## src/rtl/debounce_pkg.sv

```systemverilog
// Shared types and default constants for the switch debouncer.
package debounce_pkg;

  localparam int DB_CYCLES_10MS = 330000;  // 10 ms at 33 MHz
  localparam int DB_CNT_W       = 19;

  typedef enum logic [1:0] {
    ZERO  = 2'b00,
    WAIT1 = 2'b01,
    ONE   = 2'b10,
    WAIT0 = 2'b11
  } db_state_t;

endpackage

```

## src/rtl/sync_ff.sv

```systemverilog
// Multi-stage flop chain that brings an asynchronous level into the clk domain.
module sync_ff #(
  parameter int SYNC_STAGES = 2
) (
  input  logic clk,
  input  logic reset,
  input  logic d,
  output logic q
);

  logic [SYNC_STAGES-1:0] stages;

  // NOTE: non-blocking assignments let every stage capture its predecessor's
  // pre-edge value; blocking would collapse the chain into a single flop.
  always_ff @(posedge clk or negedge reset) begin
    if (!reset) stages <= '0;
    else        stages <= {stages[SYNC_STAGES-2:0], d};
  end

  assign q = stages[SYNC_STAGES-1];

endmodule

```

## src/rtl/debounce_fsm.sv

```systemverilog
// Debounces a raw switch: synchronizer, four-state qualification FSM, and
// a registered rising-edge tick aligned with the first high cycle of db_level.
module debounce_fsm
  import debounce_pkg::*;
#(
  parameter int DB_CYCLES   = DB_CYCLES_10MS,
  parameter int CNT_W       = DB_CNT_W,
  parameter int SYNC_STAGES = 2
) (
  input  logic clk,
  input  logic reset,
  input  logic sw_in,
  output logic db_level,
  output logic db_tick,
  output logic db_busy
);

  logic             sync_in;
  db_state_t        state, state_nxt;
  logic [CNT_W-1:0] cnt, cnt_nxt;
  logic             tick_q, tick_nxt;
  logic             cnt_last;

  sync_ff #(.SYNC_STAGES(SYNC_STAGES)) u_sync (
    .clk   (clk),
    .reset (reset),
    .d     (sw_in),
    .q     (sync_in)
  );

  assign cnt_last = (cnt == CNT_W'(DB_CYCLES - 1));

  always_ff @(posedge clk or negedge reset) begin
    if (!reset) begin
      state  <= ZERO;
      cnt    <= '0;
      tick_q <= 1'b0;
    end else begin
      state  <= state_nxt;
      cnt    <= cnt_nxt;
      tick_q <= tick_nxt;
    end
  end

  // NOTE: every target gets a default up front so no path leaves it unassigned
  // and no latch is inferred.
  always_comb begin
    state_nxt = state;
    cnt_nxt   = cnt;
    case (state)
      ZERO: begin
        if (sync_in) begin
          state_nxt = WAIT1;
          cnt_nxt   = '0;
        end
      end
      WAIT1: begin
        if (!sync_in)      state_nxt = ZERO;
        else if (cnt_last) state_nxt = ONE;
        else               cnt_nxt   = cnt + CNT_W'(1);
      end
      ONE: begin
        if (!sync_in) begin
          state_nxt = WAIT0;
          cnt_nxt   = '0;
        end
      end
      WAIT0: begin
        if (sync_in)       state_nxt = ONE;
        else if (cnt_last) state_nxt = ZERO;
        else               cnt_nxt   = cnt + CNT_W'(1);
      end
      default: state_nxt = ZERO;
    endcase
    // Only a qualified press pulses; a bounce back from WAIT0 does not.
    tick_nxt = (state == WAIT1) && (state_nxt == ONE);
  end

  always_comb begin
    db_level = 1'b0;
    db_busy  = 1'b0;
    case (state)
      WAIT1:   db_busy  = 1'b1;
      ONE:     db_level = 1'b1;
      WAIT0: begin
        db_level = 1'b1;
        db_busy  = 1'b1;
      end
      default: ;
    endcase
    db_tick = tick_q;
  end

endmodule

```

## config.mk

```make
export PLATFORM = sky130hd
export DESIGN_NAME = debounce_fsm
export DESIGN_NICKNAME = d
export VERILOG_FILES = /design/src/rtl/debounce_pkg.sv /design/src/rtl/sync_ff.sv /design/src/rtl/debounce_fsm.sv
export SDC_FILE = /design/constraint.sdc
export NUM_CORES = 1
export LEC_CHECK = 0
export ABC_AREA = 0
export BUFFER_PORTS_ARGS = -buffer_cell sky130_fd_sc_hd__clkbuf_2
export CAP_MARGIN = 20
export CORE_UTILIZATION = 45
export CTS_CLUSTER_DIAMETER = 200
export DETAILED_ROUTE_END_ITERATION = 6
export GPL_ROUTABILITY_DRIVEN = 0
export PLACE_DENSITY = 0.59
export SLEW_MARGIN = 20
export SYNTH_ARGS = -nofsm -noshare
export SYNTH_HDL_FRONTEND = slang
export SYNTH_HIERARCHICAL = 1
export SYNTH_SLANG_ARGS = --single-unit
```

## constraint.sdc

```tcl
create_clock -name clk -period 3.1 [get_ports clk]
set_clock_uncertainty 0.2 [all_clocks]
set_input_delay 0.62 -clock clk [delete_from_list [all_inputs] [get_ports clk]]
set_output_delay 0.62 -clock clk [all_outputs]
set_load 0.02 [all_outputs]
```

==> flow_summary_export.csv <==
group,metric,value,unit
run_status,outcome,"finished, final reports clean",
timing,fin_tns_setup,0,ns
route,drc,0,
clock_network,ctsHoldBuffers,0,
critical_path,crit_path_end_kind,"flip-flop",
power,p_per_area,374,nW/um^2
critical_path,required,3.17,ns
synth,avgSynthCellArea,9.45,sq um
power,p_comb_share,9.8,%
timing,maxSlewHeadroom,59.6,%
critical_path,endpoint,"cnt[12]",
synth,synth_fa_ha_area_share,0.919,%
floorplanning,core,2810,sq um
power,swShare,26.5,%
timing,clock.fmax,0.425,GHz
critical_path,r2r_start,"cnt[0]",
floorplanning,io_pins,6,
clock_network,cts_tree,"built",
clock_network,cts-resized-gates,0,
synth,netlist_area,1360,sq um
synth,ys_seq_area_share,44.1,%
power,power_leakage,0.000629,uW
synth,ys_ff_latch,24,
critical_path,critPathMaxStageDelay,0.51,ns
timing,setup_violations,0,
critical_path,rr_worst_depth,6,
global_route,grt_pass1_vias,1025,
timing,drv_slew,0,
synth,synth_top_area_share,44.1,%
synth,netlist_top_cells_area,"dfrtp_1 (44%), nand3_1 (4.4%), nand2_1 (4.4%)",
placement,hpwlAfterDp,2.07,mm
synth,synth-compound-area-share,16.1,%
global_route,grt_use_total,20.2,%
critical_path,crit_arrival,2.42,ns
power,p_total,533,uW
clock_network,cts-root-buf,"clkbuf_4",
floorplanning,dieArea,3250,sq um
critical_path,r2r_end,"cnt[12]",
clock_network,clk_path_buf_depth,2,
critical_path,crit_path_top_delay_cell,"nor3_1",
power,p_clk_share,26.3,%
critical_path,critPathLaunchType,"flip-flop",
critical_path,path_buf_inv,0,
final_layout,final_nets,153,
timing,min_period,2.35,ns
job,drv_cap,0,
final_layout,drive_above_1_share,12.2,%
placement,port_buffers,5,
clock_network,post_cts_buffers,0,
global_route,grt_pass1_wl,4.98,mm
min_path,min_path_type,"in2async",
floorplanning,num_rows,19,
route,vias_per_cell,6.22,
synth,synth_top_family_by_area,"simple AND/OR/NAND/NOR gates",
synth,syn-num-nets,148,
final_layout,final_cell_area,1420,sq um
global_route,antenna_found_initial,0,
critical_path,critPathKind,"reg2reg",
route,num_vias,1108,
floorplanning,die_y,57,microns
timing,worstMarginPinSlew,0.606,ns
clock_network,htreeDepth,1,
critical_path,cp_cell_sequence,"ha_1 -> nand3_1 -> nor3_1 -> nand4_1 -> or4_1 -> nand3_1",
synth,yosys.area_share.simple,28.8,%
placement,place_ws,0.753,ns
power,peakVddDrop,0.000171,V
critical_path,cp_top_family,"simple AND/OR/NAND/NOR gates",
clock_network,cts.reportedPaths.clkPinSlew,0.14,ns
critical_path,critPathMaxFanout,7,
power,seqPwrFrac,63.9,%
floorplanning,start_util,48.5,%
clock_network,cts_made_buffers,3,
synth,synth_top_area_cell,"dfrtp_1",
route,drt-total-wl,2.88,mm
clock_network,numClockSinks,24,
route,drt_iter0_drc,39,
synth,yosysUniqueCellTypes,40,
final_layout,diodes,0,
route,antenna_left,0,
timing,layout_setup_ws,0.746,ns
route,first_pass_iters,4,
synth,yosys.area_share.xor_xnor,1.29,%
final_layout,area_delta_synth_final,4.60,%
floorplanning,die_width,57,microns
route,routedWlPerCell,16.2,microns
timing,hold_slack,0.0789,ns
synth,synthMuxAreaShare,3.77,%
timing,period_share,75.9,%
power,power_switching,141,uW
placement,placed_cell_area,1400,sq um
synth,synth.yosys.warnings,6,
clock_network,clk_latency,0.32,ns
timing,hold_violations,0,
critical_path,critPathLaunch,"cnt[0]",
global_route,grt_remaining_overflow,0,
critical_path,worst-path-stages,6,
power,p_int,392,uW
synth,synthCells,144,
global_route,grt_start_max_net_pins,25,
timing,rsz0062_at_grt,"false",
critical_path,path_common_cell,"nand3_1",
critical_path,r2r_setup_slack,0.75,ns
==> power groups by stage <==
stage	sequential (uW)	clock [uW]	combinational, uW
2_1_floorplan	343	0	34.9
3_3_place_gp	346	0	51.2
3_5_place_dp	346	0	52.3
4_1_cts	340	146	52.6
5_1_grt	343	157	57.7
6_report	340	140	52.3
==> per-stage QoR <==
| step | instances | util (%) |
|---|---|---|
| finish | 178 | 50.8 |
| global route | 178 | 50.8 |
| CTS | 178 | 50.8 |
| detailed placement | 175 | 50.0 |
| global placement | 175 | 50.0 |
| floorplan | 144 | - |
==> how the worst min path moves through the flow <==
stage / slack, ns / end
2_1_floorplan: 0.12 / cnt[0]
3_3_place_gp: 0.14 / u_sync/stages[1]
3_5_place_dp: 0.14 / u_sync/stages[1]
4_1_cts: 0.09 / cnt[12]
5_1_grt: 0.13 / cnt[15]
6_report: 0.08 / cnt[15]
==> cell usage after synthesis <==
cell / number
buf_6: 2
o22ai_1: 1
inv_1: 3
a41o_1: 1
nand4bb_1: 1
a31oi_1: 1
nand2_1: 16
o21ai_0: 7
and2_1: 2
ha_1: 1
nor2_1: 7
mux2_2: 1
nor4_1: 2
a22o_1: 4
o311ai_1: 1
or3_1: 1
o21ai_1: 5
nand4_1: 8
nand3_1: 12
a21o_1: 1
clkbuf_1: 5
and3_1: 4
o41ai_1: 2
xnor2_1: 1
xor2_1: 1
a21oi_1: 5
nand2b_1: 2
inv_2: 1
o31ai_1: 2
buf_4: 1
and4_1: 3
o41ai_4: 1
buf_2: 1
mux2i_1: 4
and4bb_2: 1
nor4b_4: 1
nand4_2: 1
or4_1: 2
dfrtp_1: 24
nor3_1: 5
==> cell type report <==
cell class                      instances  area [sq um]
Clock buffer                            3          22.5
Multi-Input combinational cell        107           692
Inverter                                4          15.0
Fill cell                             275          1380
Timing Repair Buffer                    9          55.1
Tap cell                               31          38.8
Sequential cell                        24           601
==> registers in the layout, summed over array words and instances (netlist names) <==
name,flops
u_sync/stages,2
db_tick,1
cnt,19
state,2
==> cell families after synthesis <==
logic type                 after synthesis
xor gates and xnor gates                 2
muxes                                    5
adders and majority gates                1
DFF                                     24
AOI/OAI and AO/OA                       31
buffers and inverters                   13
and+or+nand+nor                         68
==> metal layers <==
metal | GRT usage (%) | wire (microns) | up-vias
li1 | - | - | 546
met1 | 29.1 | 1390 | 533
met2 | 31.4 | 1340 | 24
met3 | 2.04 | 103 | 5
met4 | 8.36 | 49 | 0
met5 | 0 | 0 | -
==> layout by cell type (no fill, tap or decap), drive strengths merged, types with 5 or more instances in the layout <==
cell and instances:
o21ai 12, nand2 16, nor2 7, nor3 5
clkbuf 8, nand4 9, a21oi 5, dfrtp 24
nand3 12
Note: power is estimated with default switching activity, not from simulation.
